==> config.mk <==
export PLATFORM = sky130hd
export DESIGN_NAME = seq_pattern_tx_flat
export DESIGN_NICKNAME = d
export VERILOG_FILES = /design/src/rtl/seq_pattern_tx_if.sv /design/src/rtl/seq_pattern_tx.sv /design/src/flat_wrapper.sv
export SDC_FILE = /design/constraint.sdc
export NUM_CORES = 1
export LEC_CHECK = 0
export CORE_AREA = 2 2 46 65
export DETAILED_ROUTE_END_ITERATION = 7
export DIE_AREA = 0 0 48 67
export GPL_TIMING_DRIVEN = 0
export HOLD_SLACK_MARGIN = 0.12
export PLACE_DENSITY = 0.74
export SLEW_MARGIN = 20
export SYNTH_ARGS = -nofsm -noshare
export SYNTH_HDL_FRONTEND = slang
export SYNTH_SLANG_ARGS = --single-unit
==> constraint.sdc <==
create_clock -name clk -period 1.7 [get_ports clk]
set_input_delay 0.255 -clock clk [delete_from_list [all_inputs] [get_ports clk]]
set_output_delay 0.255 -clock clk [all_outputs]
set_load 0.02 [all_outputs]
==> src/rtl/seq_pattern_tx_if.sv <==
// Handshake and serial-output bundle for seq_pattern_tx.
// The master drives the request side and the slave (the transmitter) drives the serial side.
interface seq_pattern_tx_if #(
    parameter int WIDTH = 4,
    parameter int CNT_W = 4
);
    // valid/ready: a request transfers on a rising edge where in_valid && in_ready.
    // in_valid may rise at any time and is ignored while in_ready is low.
    // in_data/in_reps only need to be stable at that accepting edge.
    logic [WIDTH-1:0] in_data;
    logic [CNT_W-1:0] in_reps;
    logic             in_valid;
    logic             in_ready;
    logic             out;
    logic             out_valid;
    logic             out_last;
    logic             done;
    logic             busy;

    modport master (
        output in_data, in_reps, in_valid,
        input  in_ready, out, out_valid, out_last, done, busy
    );

    modport slave (
        input  in_data, in_reps, in_valid,
        output in_ready, out, out_valid, out_last, done, busy
    );
endinterface

==> src/rtl/seq_pattern_tx.sv <==
// Serial pattern transmitter: shifts a captured word out MSB-first, repeated back-to-back.
// Define SEQ_PATTERN_TX_PARITY_EN to append an even-parity bit after every repetition.
module seq_pattern_tx #(
    parameter int WIDTH = 4,
    parameter int CNT_W = 4
) (
    input  logic               clk,
    input  logic               rst,
    seq_pattern_tx_if.slave    bus,
    output logic [1:0]         dbg_state
);

    localparam int BW = (WIDTH > 1) ? $clog2(WIDTH) : 1;
    localparam logic [BW-1:0] LAST_BIT = BW'(WIDTH - 1);
    localparam logic [BW-1:0] PENULT_BIT = BW'(WIDTH - 2);

`ifdef SEQ_PATTERN_TX_PARITY_EN
    typedef enum logic [1:0] {
        IDLE  = 2'd0,
        SHIFT = 2'd1,
        PAR   = 2'd2,
        DONE  = 2'd3
    } state_t;
`else
    typedef enum logic [1:0] {
        IDLE  = 2'd0,
        SHIFT = 2'd1,
        DONE  = 2'd3
    } state_t;
`endif

    state_t           state;
    logic [WIDTH-1:0] word;
    logic [WIDTH-1:0] shreg;
    logic [CNT_W-1:0] reps;
    logic [BW-1:0]    bitcnt;

    logic             ser;
    logic             ser_valid;
    logic             ser_last;
    logic             done_q;
    logic             ready_q;
    logic             busy_q;

    logic             accept;
    logic             word_end;
    logic             last_rep;
    logic [CNT_W-1:0] reps_load;

    assign accept    = bus.in_valid && ready_q;
    assign word_end  = (bitcnt == LAST_BIT);
    assign last_rep  = (reps <= CNT_W'(1));
    assign reps_load = (bus.in_reps == '0) ? CNT_W'(1) : bus.in_reps;

    always_ff @(posedge clk or posedge rst) begin
        if (rst) begin
            state     <= IDLE;
            word      <= '0;
            shreg     <= '0;
            reps      <= '0;
            bitcnt    <= '0;
            ser       <= 1'b0;
            ser_valid <= 1'b0;
            ser_last  <= 1'b0;
            done_q    <= 1'b0;
            ready_q   <= 1'b1;
            busy_q    <= 1'b0;
        end else begin
            done_q <= 1'b0;
            case (state)
                IDLE: begin
                    if (accept) begin
                        // The MSB goes straight to the output register; shreg holds what follows.
                        word      <= bus.in_data;
                        shreg     <= {bus.in_data[WIDTH-2:0], 1'b0};
                        reps      <= reps_load;
                        bitcnt    <= '0;
                        ser       <= bus.in_data[WIDTH-1];
                        ser_valid <= 1'b1;
                        ser_last  <= 1'b0;
                        ready_q   <= 1'b0;
                        busy_q    <= 1'b1;
                        state     <= SHIFT;
                    end
                end

                SHIFT: begin
                    if (!word_end) begin
                        ser    <= shreg[WIDTH-1];
                        shreg  <= {shreg[WIDTH-2:0], 1'b0};
                        bitcnt <= bitcnt + BW'(1);
`ifdef SEQ_PATTERN_TX_PARITY_EN
                        ser_last <= 1'b0;
`else
                        ser_last <= last_rep && (bitcnt == PENULT_BIT);
`endif
                    end else begin
`ifdef SEQ_PATTERN_TX_PARITY_EN
                        ser      <= ^word;
                        ser_last <= last_rep;
                        state    <= PAR;
`else
                        if (!last_rep) begin
                            reps     <= reps - CNT_W'(1);
                            shreg    <= {word[WIDTH-2:0], 1'b0};
                            bitcnt   <= '0;
                            ser      <= word[WIDTH-1];
                            ser_last <= 1'b0;
                        end else begin
                            ser       <= 1'b0;
                            ser_valid <= 1'b0;
                            ser_last  <= 1'b0;
                            done_q    <= 1'b1;
                            state     <= DONE;
                        end
`endif
                    end
                end

`ifdef SEQ_PATTERN_TX_PARITY_EN
                PAR: begin
                    if (!last_rep) begin
                        reps     <= reps - CNT_W'(1);
                        shreg    <= {word[WIDTH-2:0], 1'b0};
                        bitcnt   <= '0;
                        ser      <= word[WIDTH-1];
                        ser_last <= 1'b0;
                        state    <= SHIFT;
                    end else begin
                        ser       <= 1'b0;
                        ser_valid <= 1'b0;
                        ser_last  <= 1'b0;
                        done_q    <= 1'b1;
                        state     <= DONE;
                    end
                end
`endif

                DONE: begin
                    ready_q <= 1'b1;
                    busy_q  <= 1'b0;
                    state   <= IDLE;
                end

                default: begin
                    ser       <= 1'b0;
                    ser_valid <= 1'b0;
                    ser_last  <= 1'b0;
                    ready_q   <= 1'b1;
                    busy_q    <= 1'b0;
                    state     <= IDLE;
                end
            endcase
        end
    end

    assign bus.in_ready  = ready_q;
    assign bus.out       = ser;
    assign bus.out_valid = ser_valid;
    assign bus.out_last  = ser_last;
    assign bus.done      = done_q;
    assign bus.busy      = busy_q;
    assign dbg_state     = state;

endmodule

==> src/flat_wrapper.sv <==
// flat-port wrapper written by rule: the top's interface ports become plain ports
module seq_pattern_tx_flat 
#(
    parameter int WIDTH = 4,
    parameter int CNT_W = 4
)
  (clk, rst, dbg_state, bus_in_data, bus_in_reps, bus_in_valid, bus_in_ready, bus_out, bus_out_valid, bus_out_last, bus_done, bus_busy);
  seq_pattern_tx_if #(.WIDTH(WIDTH), .CNT_W(CNT_W)) bus_i ();
  input  logic clk;
  input  logic rst;
  output logic [1:0] dbg_state;
  input wire logic [$bits(bus_i.in_data)-1:0] bus_in_data;
  input wire logic [$bits(bus_i.in_reps)-1:0] bus_in_reps;
  input wire logic [$bits(bus_i.in_valid)-1:0] bus_in_valid;
  output wire logic [$bits(bus_i.in_ready)-1:0] bus_in_ready;
  output wire logic [$bits(bus_i.out)-1:0] bus_out;
  output wire logic [$bits(bus_i.out_valid)-1:0] bus_out_valid;
  output wire logic [$bits(bus_i.out_last)-1:0] bus_out_last;
  output wire logic [$bits(bus_i.done)-1:0] bus_done;
  output wire logic [$bits(bus_i.busy)-1:0] bus_busy;
  assign bus_i.in_data = bus_in_data;
  assign bus_i.in_reps = bus_in_reps;
  assign bus_i.in_valid = bus_in_valid;
  assign bus_in_ready = bus_i.in_ready;
  assign bus_out = bus_i.out;
  assign bus_out_valid = bus_i.out_valid;
  assign bus_out_last = bus_i.out_last;
  assign bus_done = bus_i.done;
  assign bus_busy = bus_i.busy;
  seq_pattern_tx #(.WIDTH(WIDTH), .CNT_W(CNT_W)) u_core (.clk(clk), .rst(rst), .bus(bus_i), .dbg_state(dbg_state));
endmodule
After elaboration in Yosys (flattened, before gate mapping)
Index checks and enable logic that the tools add are counted.
W data, S select, Z words.
{"block": "word_totals", "output_inout_bits": 8, "register_bits": 22, "word_cells": 70}
{"block": "classes", "muxes": 33, "add_sub_neg": 2, "bitwise": 2, "magnitude_cmp": 1, "eq_ne": 9, "n_reduce_logical": 12}
{"operator": "$mux W4", "count": 7}
{"operator": "$pmux W4 S2", "count": 2}
{"operator": "$mux W2", "count": 6}
{"operator": "$mux W1", "count": 11}
{"operator": "$pmux W1 S3", "count": 3}
{"operator": "$pmux W2 S2", "count": 2}
{"operator": "$reduce_and A4 Y1", "count": 2}
{"operator": "$eq A2 B2 Y1 const B", "count": 3}
{"operator": "$ne A2 B1 Y1 const B", "count": 3}
{"operator": "$reduce_and A2 Y1", "count": 3}
{"operator": "$reduce_and A3 Y1", "count": 2}
{"operator": "$le A4 B1 Y1 const B", "count": 1}
{"operator": "$logic_not A4 Y1", "count": 1}
{"operator": "$pmux W1 S2", "count": 2}
{"operator": "$sub A4 B1 Y4 const B", "count": 1}
{"operator": "$ne A3 B3 Y1 const B", "count": 1}
{"operator": "$add A2 B1 Y2 const B", "count": 1}
{"operator": "$eq A2 B1 Y1 const B", "count": 1}
{"operator": "$logic_and A1 B1 Y1", "count": 2}
{"operator": "$logic_not A2 Y1", "count": 1}
{"operator": "$ne A2 B2 Y1 const B", "count": 1}
{"operator": "$not A1 Y1", "count": 2}
{"operator": "$reduce_bool A2 Y1", "count": 1}

Logic depth before layout (Yosys ltp)
{"block": "logic_depth", "word_depth": 4, "depth_mapped": 6}

Least setup slack after synthesis
OpenSTA, ideal clock, no wires.
{"block": "synth_path", "path_type": "register to register", "start": "register u_core.reps[0]", "end": "register u_core.shreg[1]", "required_ps": 1575, "arrival_ps": 1531, "path_slack_ps": 44, "path_stages_with_launch": 7, "period_less_slack_ps": 1656, "setup_ps": 125, "n_path_buf": 0, "cell_sequence": "dfrtp_1 inv_1 ha_1 nor2_1 nor3_4 a31oi_4 mux2_4"}
{"block": "synth_between", "elab_chain_cells": 3}
{"element": "from (decl)", "line_no": "seq_pattern_tx.sv:35", "source": "logic [CNT_W-1:0] reps;"}
{"element": "from (signal assigned)", "line_no": "seq_pattern_tx.sv:76", "source": "reps <= reps_load;"}
{"element": "from (signal assigned)", "line_no": "seq_pattern_tx.sv:104", "source": "reps <= reps - CNT_W'(1);"}
{"element": "$le A4 B1 Y1", "line_no": "seq_pattern_tx.sv:52", "source": "assign last_rep = (reps <= CNT_W'(1));"}
{"element": "$ne A3 B3 Y1 (no line)"}
{"element": "$reduce_and A3 Y1 (no line)"}
{"element": "to (signal assigned)", "line_no": "seq_pattern_tx.sv:75", "source": "shreg <= {bus.in_data[WIDTH-2:0], 1'b0};"}
{"element": "to (signal assigned)", "line_no": "seq_pattern_tx.sv:90", "source": "shreg <= {shreg[WIDTH-2:0], 1'b0};"}
{"element": "to (signal assigned)", "line_no": "seq_pattern_tx.sv:105", "source": "shreg <= {word[WIDTH-2:0], 1'b0};"}
{"element": "to (decl)", "line_no": "seq_pattern_tx.sv:34", "source": "logic [WIDTH-1:0] shreg;"}
No other way between the ends.
A chain may end at the register's enable or synchronous reset.

Worst setup path in the final report
Same ends and word-level chain as after synthesis.

==> metrics <==
reg-to-reg critical path startpoint u_core.reps[0]$_DFFE_PP0P_; die area 0.00322 mm2; Yosys cell types 37; vias in the first global route 967; Initial Utilization 43.6%; minimum clock period 1.67 ns; Final Net Count 150; # DRC 0; data required time of the worst path 1.90 ns; max-slew violation count 0; DR pass1 iterations 5; Post-synth EDFFs 0; sequential fraction of the synthesis area 46.2%; Placer Congestion 0.888; Port Buf Inserts 18; Max transition margin 46.8%; status completed; total track usage 18.1%; Final Cycle Share 98.1%; Max Clk Rate 600 MHz; Mapped Area 0.00114 mm2; max cap viols 0; GR Overflow Total 0; pwr dens 1970 mW/mm2; Reg2Reg Depth 6; iteration-0 DRC count of the detailed router 13; Synth Net Count 123; setup violators final 0; die width 48 um; CP Launch Type flip-flop; warnings from Yosys 0; Die Ht 67 um; Reg-to-Reg End u_core.shreg[1]$_DFFE_PP0P_; clk root buf clkbuf_4; antenna cells 0; largest cells by area after synthesis dfrtp_1 44%, mux2_2 4.9%, ha_1 4.4%, nor2_1 4.3%, mux2i_1 3.5%; area leader, netlist dfrtp_1; filler cell count 238; Setup Skew 0.00340 ns; worst-margin pin slew 0.798 ns; Yosys reg bits 21; RSZ-0062 raised after global routing no; Worst path slowest cell dfrtp_1; CP Max Fanout 5; Hold Buf Count CTS 0; share of layout cells above drive strength 1 20.9%; largest net degree at the start of global routing 22; critical path class flip-flop to flip-flop; area of the multi-input gates 548 um2; first-pass GRT wire length 4090 um; Synth Area per Inst 10.6 um2; area share of the largest cell type after synthesis 43.9%; Pleak 0.651 nW; asr flop ratio synth 100%; final hold violations 0; sequence of cells on the critical path inv_1, ha_2, nor2_4, nor3_4, a31oi_4, mux2_4; drt wl/cell 14.9 um; clock slew seen by the registers of the worst setup and hold paths 0.12 ns; Register Area 527 um2; CTS tree done; drt via density 5.51; flop-to-flop setup slack 0.03 ns; Final ANT Viol Nets 0; slowest stage delay, CP 0.43 ns; Worst Hold Class primary input to asynchronous set/reset pin; ys flop type dfrtp_1; I/O pin cnt 19; Clk Latency, worst-skew pair 0.31 ns; via count 936; placed insts 162; H-tree Lvls 1; Tot Pwr 0.00282 W; final wirelength 2530 um; Worst Path Arrival 1.87 ns; CP Capture Type flip-flop; fin cells 170; Clock Sinks 21; core area 0.00262 mm2; DP HPWL 1790 um; total CTS buffers 3; Post-Syn Instances 108; Rows 22; P&R area growth vs syn 25.8%; Peak VDD IR 0.781 mV; Longest Clk Path Bufs 2; antenna violations before repair 0
cell usage after synthesis (all sizes together) (2+ instances only):
master,number
o22ai,2
o21ai,6
a32oi,2
ha,4
a21oi,6
nand3,3
nand2,4
buf,6
nor2,13
mux2i,4
nor3,4
inv,8
mux2,6
a31oi,2
a21o,2
and3,2
nand2b,2
dfrtp,20
worst max-delay path: cells and delay by family (launching register included):
family | cells | cell delay, ns
compound gates | 1 | 0.28
fa+ha+maj | 1 | 0.21
buf+inv | 1 | 0.08
flops | 1 | 0.43
mux | 1 | 0.33
simple gates | 2 | 0.23
metal layers:
metal	part of all wire (%)	wire length (um)	global-route usage, %	vias to the layer above
li1	-	-	-	437
met1	39	980	18.6	461
met2	55	1380	31.3	30
met3	2.9	73	2.17	8
met4	3.8	97	13.2	0
met5	0	0	0	-
through the flow:
stage	util [%]	setup WS (ns)	TNS (ns)	hold WS [ns]	cell area [um2]
after CTS	54.0	0.00307	0	0.412	1410
after global routing	54.8	0.00657	0	0.440	1430
after floorplan	-	0.0436	0	0.231	1140
after detailed placement	52.2	-0.153	-0.299	0.469	1370
final	54.8	0.0327	0	0.388	1430
after global placement	52.2	-0.127	-0.177	0.462	1370
cell families after synthesis:
kind of cell,after synthesis,synth area share [%]
simple gates,33,15.4
compound gates,26,17.7
flops,21,46.2
buf+inv,14,6.59
mux,10,9.77
fa+ha+maj,4,4.39
sequential cells by signal, summed over array words and instances (netlist names):
| name | flops |
|---|---|
| u_core.reps | 4 |
| u_core.word | 4 |
| u_core.shreg | 3 |
| u_core.bitcnt | 2 |
| u_core.dbg_state | 2 |
| u_core.bus.busy | 1 |
| u_core.bus.done | 1 |
| u_core.bus.in_ready | 1 |
| u_core.bus.out | 1 |
| u_core.bus.out_last | 1 |
| u_core.bus.out_valid | 1 |
power breakdown:
part / total (W) / switching, W / internal (W)
Sequential: 0.000905 / 0.000174 / 0.000732
Combinational: 0.00167 / 0.000869 / 0.000801
Clock: 0.000245 / 0.000157 / 0.0000878
Total: 0.00282 / 0.00120 / 0.00162
repair_timing:
action,CTS,global route
resized for setup,3,2
pin swaps,3,2
setup buffers,2,2
endpoints found under the setup margin,5,6
cells in the final DEF (no fill, tap or decap), types with 3 or more instances in the layout:
cell type         n
dfrtp_1          20
clkdlybuf4s50_1  17
nor2_1           12
inv_1             8
o21ai_0           6
buf_4             5
mux2_2            5
clkbuf_4          4
nand2_1           4
a21oi_1           4
mux2i_1           4
nor3_1            3
nand3_1           3
ha_1              3
final cells by class:
type                    count  area share (%)
plain buffers               6            3.32
clock buffers               3            1.57
clock inverters             1           0.349
inverters                   8            2.09
multi-input cells          73            38.2
flip-flops and latches     21            36.7
well taps                  36            3.14
repair buffers             22            14.6
how the worst max path moves through the flow:
stage | start | depth (start not counted) | slack (ns) | endpoint
CTS | u_core.reps[0]$_DFFE_PP0P_ | 6 | 0.003 | u_core.shreg[1]$_DFFE_PP0P_
finish | u_core.reps[0]$_DFFE_PP0P_ | 6 | 0.03 | u_core.shreg[1]$_DFFE_PP0P_
floorplan | u_core.reps[0]$_DFFE_PP0P_ | 6 | 0.04 | u_core.shreg[1]$_DFFE_PP0P_
global placement | u_core.reps[0]$_DFFE_PP0P_ | 6 | -0.13 | u_core.shreg[1]$_DFFE_PP0P_
global route | u_core.reps[0]$_DFFE_PP0P_ | 7 | 0.007 | u_core.reps[0]$_DFFE_PP0P_
detailed placement | u_core.reps[0]$_DFFE_PP0P_ | 6 | -0.15 | u_core.shreg[1]$_DFFE_PP0P_
Power figures use the tool's default switching activity.
